<file path="config.mk">
export PLATFORM = sky130hd
export DESIGN_NAME = quad_decoder_param
export DESIGN_NICKNAME = d
export VERILOG_FILES = /design/src/rtl/quad_decoder_param.sv
export SDC_FILE = /design/constraint.sdc
export NUM_CORES = 1
export LEC_CHECK = 0
export BUFFER_PORTS_ARGS = -buffer_cell sky130_fd_sc_hd__buf_2
export CORE_ASPECT_RATIO = 1.2
export CORE_MARGIN = 2
export CORE_UTILIZATION = 30
export CTS_BUF_LIST = sky130_fd_sc_hd__clkbuf_4 sky130_fd_sc_hd__clkbuf_8 sky130_fd_sc_hd__clkbuf_16
export DETAILED_ROUTE_END_ITERATION = 8
export PLACE_DENSITY = 0.49
export SYNTH_ARGS = -nofsm -noshare
export SYNTH_HDL_FRONTEND = slang
export SYNTH_SLANG_ARGS = --single-unit
</file>
<file path="constraint.sdc">
create_clock -name clk -period 6.3 [get_ports clk]
set_input_delay 1.89 -clock clk [delete_from_list [all_inputs] [get_ports clk]]
set_output_delay 1.89 -clock clk [all_outputs]
set_load 0.05 [all_outputs]
</file>
<file path="src/rtl/quad_decoder_param.sv">
// rtl/quad_decoder_param.sv - parametrised 4x quadrature decoder
// Synchronises and glitch-filters A/B, then decodes Gray steps into a signed count.
module quad_decoder_param #(
  parameter int CNT_W        = 10,
  parameter int SYNC_STAGES  = 2,
  parameter int FILT_LEN     = 4,
  parameter int DETENT_SHIFT = 2,
  parameter int SATURATE     = 0
) (
  input  logic                          clk,
  input  logic                          reset,
  input  logic                          enc_a,
  input  logic                          enc_b,
  input  logic                          clear,
  input  logic                          load,
  input  logic [CNT_W-1:0]              load_val,
  output logic [CNT_W-1:0]              count,
  output logic [CNT_W-DETENT_SHIFT-1:0] detent,
  output logic                          dir,
  output logic                          step_up,
  output logic                          step_dn,
  output logic                          err,
  output logic                          primed
);

  localparam int FCW     = (FILT_LEN > 1) ? $clog2(FILT_LEN) : 1;
  localparam int PRIME_N = SYNC_STAGES + FILT_LEN;
  localparam int PCW     = $clog2(PRIME_N + 1);
  localparam logic [CNT_W-1:0] CNT_MAX = {1'b0, {(CNT_W-1){1'b1}}};
  localparam logic [CNT_W-1:0] CNT_MIN = {1'b1, {(CNT_W-1){1'b0}}};
  localparam logic [CNT_W-1:0] CNT_ONE = {{(CNT_W-1){1'b0}}, 1'b1};

  // Channel index 1 is A, 0 is B, so flt_q reads as {a_f, b_f}.
  logic [1:0]                  raw;
  logic [1:0][SYNC_STAGES-1:0] sync_q, sync_d;
  logic [1:0]                  flt_q, flt_d;
  logic [1:0][FCW-1:0]         fcnt_q, fcnt_d;
  logic [1:0]                  prev_q, prev_d;
  logic [PCW-1:0]              prime_cnt_q, prime_cnt_d;
  logic                        primed_q, primed_d;
  logic [CNT_W-1:0]            count_q, count_d, count_step;
  logic                        dir_q, dir_d;
  logic                        step_up_q, step_up_d;
  logic                        step_dn_q, step_dn_d;
  logic                        err_q, err_d;
  logic                        is_up, is_dn, is_bad;
  logic signed [CNT_W-1:0]     count_shr;

  assign raw = {enc_a, enc_b};

  always_comb begin
    for (int i = 0; i < 2; i++) begin
      sync_d[i] = {sync_q[i][SYNC_STAGES-2:0], raw[i]};
      flt_d[i]  = flt_q[i];
      fcnt_d[i] = '0;
      if (sync_q[i][SYNC_STAGES-1] != flt_q[i]) begin
        if (fcnt_q[i] == FCW'(FILT_LEN - 1)) flt_d[i] = sync_q[i][SYNC_STAGES-1];
        else fcnt_d[i] = fcnt_q[i] + FCW'(1);
      end
    end
  end

  always_comb begin
    prime_cnt_d = prime_cnt_q;
    primed_d    = primed_q;
    if (!primed_q) begin
      prime_cnt_d = prime_cnt_q + PCW'(1);
      if (prime_cnt_q == PCW'(PRIME_N - 1)) primed_d = 1'b1;
    end
    // While priming, prev follows the value the filter is about to settle on,
    // so the first settled state is seen as "no change" rather than a step.
    prev_d = primed_q ? flt_q : flt_d;
  end

  always_comb begin
    is_up  = 1'b0;
    is_dn  = 1'b0;
    is_bad = 1'b0;
    if (primed_q) begin
      case ({prev_q, flt_q})
        4'b0010, 4'b1011, 4'b1101, 4'b0100: is_up  = 1'b1;
        4'b1000, 4'b1110, 4'b0111, 4'b0001: is_dn  = 1'b1;
        4'b0011, 4'b1100, 4'b1001, 4'b0110: is_bad = 1'b1;
        default: ;
      endcase
    end
  end

  always_comb begin
    count_step = count_q;
    if (is_up && !(SATURATE != 0 && count_q == CNT_MAX)) count_step = count_q + CNT_ONE;
    else if (is_dn && !(SATURATE != 0 && count_q == CNT_MIN)) count_step = count_q - CNT_ONE;

    if (clear)     count_d = '0;
    else if (load) count_d = load_val;
    else           count_d = count_step;

    err_d     = is_bad | (err_q & ~clear);
    dir_d     = is_up ? 1'b1 : (is_dn ? 1'b0 : dir_q);
    step_up_d = is_up;
    step_dn_d = is_dn;
  end

  always_ff @(posedge clk or posedge reset) begin
    if (reset) begin
      sync_q      <= '0;
      flt_q       <= '0;
      fcnt_q      <= '0;
      prev_q      <= '0;
      prime_cnt_q <= '0;
      primed_q    <= 1'b0;
      count_q     <= '0;
      dir_q       <= 1'b0;
      step_up_q   <= 1'b0;
      step_dn_q   <= 1'b0;
      err_q       <= 1'b0;
    end else begin
      sync_q      <= sync_d;
      flt_q       <= flt_d;
      fcnt_q      <= fcnt_d;
      prev_q      <= prev_d;
      prime_cnt_q <= prime_cnt_d;
      primed_q    <= primed_d;
      count_q     <= count_d;
      dir_q       <= dir_d;
      step_up_q   <= step_up_d;
      step_dn_q   <= step_dn_d;
      err_q       <= err_d;
    end
  end

  assign count_shr = $signed(count_q) >>> DETENT_SHIFT;
  assign detent    = count_shr[CNT_W-DETENT_SHIFT-1:0];
  assign count     = count_q;
  assign dir       = dir_q;
  assign step_up   = step_up_q;
  assign step_dn   = step_dn_q;
  assign err       = err_q;
  assign primed    = primed_q;

endmodule

</file>
Word-level counts from Yosys, hierarchy flattened
Cells that the tools add are included.
Word-level totals
  register bits: 30
  latch bits: 0
  RAM bits: 0
  memory bits (read-only): 0
  bits of input ports: 16
  output and inout bits: 23
  word-level logic and storage cells: 66
  memories kept: 0
Operators by class
  $add $sub $neg: 5
  multipliers: 0
  divide/modulo/power cells: 0
  magnitude comparators: 0
  equality and inequality tests: 17
  shifts and indexed selects: 0
  muxes and demuxes: 23
  bitwise gates (word level): 3
  reduce and logical (&&, ||, !) cells: 5
Operators by type and width (count)
  $mux 10: 4
  $eq 4x4->1 const B: 6
  $mux 1: 14
  $eq 4x3->1 const B: 3
  $reduce_or 4->1: 3
  $add 10x1->10 const B: 1
  $mux 2: 5
  $sub 10x1->10 const B: 1
  $eq 4x2->1 const B: 2
  $add 2x1->2 const B: 2
  $eq 2x2->1 const B: 2
  $eq 4x1->1 const B: 1
  $reduce_bool 4->1: 1
  $add 3x1->3 const B: 1
  $eq 3x3->1 const B: 1
  $ne 1x1->1: 2
  $reduce_bool 2->1: 1
  $and 1x1->1: 1
  $not 1->1: 1
  $or 1x1->1: 1

Longest topological paths before layout
  depth in word-level cells: 8
  depth in mapped cells: 11
  mapped depth without buffers: 11

Least setup slack after synthesis
OpenSTA, ideal clock, no wires.
  kind: register to output
  start point: register count_q[5] (netlist: count[5])
  end point: output port detent[3]
  data arrival time: 0.942 ns
  path slack: 3.468 ns
  cell stages (with the launch flop): 2
  buffers on the path: 1
  path through: dfrtp_1 buf_4
RTL lines
  from (decl): RTL line 41  | logic [CNT_W-1:0] count_q, count_d, count_step;
  from (signal assigned): RTL line 124  | count_q <= count_d;
  to (decl): RTL line 18  | output logic [CNT_W-DETENT_SHIFT-1:0] detent,
No word-level cell between the ends.

Final worst setup path
  start point: register primed_q (netlist: primed)
  end point: output port primed
RTL lines
  from (decl): RTL line 40  | logic primed_q, primed_d;
  from (signal assigned): RTL line 123  | primed_q <= primed_d;
  to (decl): RTL line 23  | output logic primed
No word-level cell between the ends.

==> results by group <==
Outcome
  • Status: finished, final reports clean

Layout
  • Ant diodes: 0
  • Area grow syn2layout: 15.4%
  • Commonest non-fill, non-tap cell in the layout: buf_2
  • Nets: approximately 230
  • Non-Filler Instances: 267
  • Most frequent cells in the layout: buf_2 (38), dfrtp_1 (30), xnor2_1 (13), ha_1 (12), inv_1 (10)
  • Layout cells sized above 1: 27.1%
  • Final Cell Area: 2010 um^2

Route
  • Iter 0 DRT Violations: 63
  • Antenna-violating nets left: 0
  • Via Count: 1293
  • DR WL/cell: 13.5 um
  • WL final: 3610 um
  • Initial DRT Pass Iterations: 4
  • DR DRC count: 0
  • DR vias/cell: 4.84

Min path
  • Hold_sp: sync_d[1]
  • HP Class: register to register

Logic synthesis
  • Syn Nets: 199
  • Cell Area, Synth: 1750 um^2
  • Top FF cell, synth: dfrtp_1
  • Largest family of logic cells by synthesized area: compound AO/OA/AOI/OAI gates
  • Mux contribution to synthesized area: 5.02%
  • Asr flop ratio synth: 100%
  • Post-Synth Simple-Gate Area: 12.4%
  • Post-synthesis compound-gate area fraction: 14.6%
  • Post-synth EDFFs: 0
  • Synth Area in Adders: 9.75%
  • Avg Cell Area, Syn: 10.3 um^2
  • Post-synth cell types: 42
  • XOR/XNOR Fraction of Synth Area: between 8 and 9%
  • Yosys reg bits: 30
  • Total number of yosys warnings: 0
  • Gate Count Post-Synth: 170
  • Seq/Total Area, Yosys: a little over two fifths

Worst setup path
  • Critical path cell sequence: buf_2
  • Worst stage delay on the critical path: 600 ps
  • Critical path class: register to output pin
  • Crit path capture type: output pin
  • Worst Path Buf+Inv: 1
  • Startpoint types: register
  • Crit-path slowest cell: dfrtp_1
  • Reg-to-reg critical path startpoint: flt_q[0]
  • Worst Path Arrival: around 1200 ps
  • Crit-path max FO: 13
  • Worst path top cell family by delay: flip-flops
  • CP required: 4410 ps
  • Setup crit start: primed

STA
  • Fin Setup TNS: 0 ps
  • Fmax: ~320 MHz
  • Final setup fails: 0
  • Final hold violation count: 0
  • Tcrit/Tclk final: 49.5%
  • RSZ-0062 raised after global routing: false
  • Rel. slew slack: 68.7%
  • Final Skew: about 9.7 ps
  • Slew @ Worst Pin: 468 ps
  • Min cycle time layout: roughly 3100 ps
  • Pins over their slew limit: 0

Floorplan
  • DIE AREA: 6450 um^2
  • Chip height: 87.6 um
  • Site row count: 30
  • Initial Utilization: between 30% and 40%
  • Die width: roughly 74 um
  • Top-level I/O count: 39
  • Core ar.: 5630 um^2

Clock network
  • Worst-Skew Late Latency: 280 ps
  • Reg clk slew, reported paths: 60 ps
  • CTS sink count: 30
  • CTS buffer count: 5
  • Clk buf depth: 2
  • Hold-fix buffers at CTS: 0
  • Resized Gates After CTS: 0
  • Max H-tree Level: 2
  • CTS root buffer: clkbuf_8
  • Post-CTS Setup Bufs: 0
  • CTS tree: built

Global routing
  • GRT Overall Usage: 12.9%
  • Initial antenna violation count: 0
  • Grt ovf: 0
  • Pin count of the biggest net entering global routing: 31
  • First-pass GRT wire length: 6260 um
  • Vias in the first global route: 1344

Place
  • Placed insts: 260
  • Number of port buffers: 38
  • GP Congestion: 0.748
  • DP Area: 1940 um^2
  • DP HPWL: 2640 um

Flow run
  • Max-Cap Viols: 0
==> layout make-up <==
class                      instances  area [um^2]
clock buffer                       5         68.8
clock inverter                     2         10.0
fill                             595         3620
inverter                          10         37.5
multi-input combinational        117          870
sequential                        30          751
tap                               64         80.1
timing repair buffer              39          198
==> routing by layer <==
| metal | wire length [um] | vias to the layer above | part of all wire [%] | GRT usage (%) |
|---|---|---|---|---|
| met5 | 0 | - | 0 | 0 |
| met4 | 90 | 0 | 2.5 | 6.78 |
| met3 | 168 | 9 | 4.6 | 3.45 |
| met2 | 1680 | 31 | 47 | 19.8 |
| met1 | 1670 | 605 | 46 | 16.5 |
| li1 | - | 648 | - | - |
==> cell families (layout without fill, tap and decap cells) <==
family,Yosys count,after routing
xor+xnor,16,16
mux,8,8
fa+ha+maj,13,13
flops,30,30
buf+inv,23,56
compound gates,39,39
simple gates,41,41
==> synthesized netlist by cell type, types with 2 or more instances <==
master	instances	area (um^2)
a211oi_2	2	25.0
a21o_1	4	30.0
a21oi_1	6	30.0
a31oi_1	4	25.0
and3_1	3	18.8
buf_1	2	7.51
buf_4	8	60.1
dfrtp_1	30	751
ha_1	12	150
inv_1	10	37.5
mux2_1	2	22.5
mux2_2	4	45.0
mux2i_1	2	20.0
nand2_1	6	22.5
nand2b_1	2	12.5
nand3_1	5	25.0
nand4_1	2	12.5
nor2_1	7	26.3
nor2b_1	7	43.8
nor3_1	4	20.0
o21ai_0	9	45.0
o21ai_1	3	15.0
o22ai_1	3	18.8
xnor2_1	13	114
xor2_1	3	26.3
==> path summary, 6_finish.rpt <==
| check | slack, ps | end | cells after the start |
|---|---|---|---|
| min in group asynchronous | 1680 | step_dn | 3 |
| setup / recovery | 3180 | primed | 1 |
| hold reg to reg | 350 | sync_q[1] | 0 |
| max in group asynchronous | 4330 | prime_cnt_q[2] | 3 |
| hold / removal | 350 | sync_q[1] | 0 |
| setup reg to reg | 3620 | count[6] | 10 |
==> registers in the layout, indices dropped and copies added (netlist names) <==
name,cells
count,10
dir,1
err,1
fcnt_q,4
flt_q,2
prev_q,2
prime_cnt_q,3
primed,1
step_dn,1
step_up,1
sync_d,2
sync_q,2
==> per-stage QoR <==
step	setup slack, ps	utilization [%]	hold WS [ps]
floorplan	3470	-	331
global placement	3450	34.4	333
detailed placement	3420	34.4	337
CTS	3160	35.8	352
global route	3090	35.8	365
finish	3180	35.8	348
==> worst register-to-register path, delay by kind of cell, from the launching register on <==
| family | cells | cell delay [ps] |
|---|---|---|
| AND/OR/NAND/NOR | 4 | 660 |
| flip-flops | 1 | 440 |
| adder cells (fa/ha/maj) | 1 | 470 |
| XOR/XNOR | 2 | 330 |
| AO/OA/AOI/OAI | 3 | 700 |
Power is not shown: default switching activity piles up to over one toggle a cycle in this logic, so the estimate is an artifact.
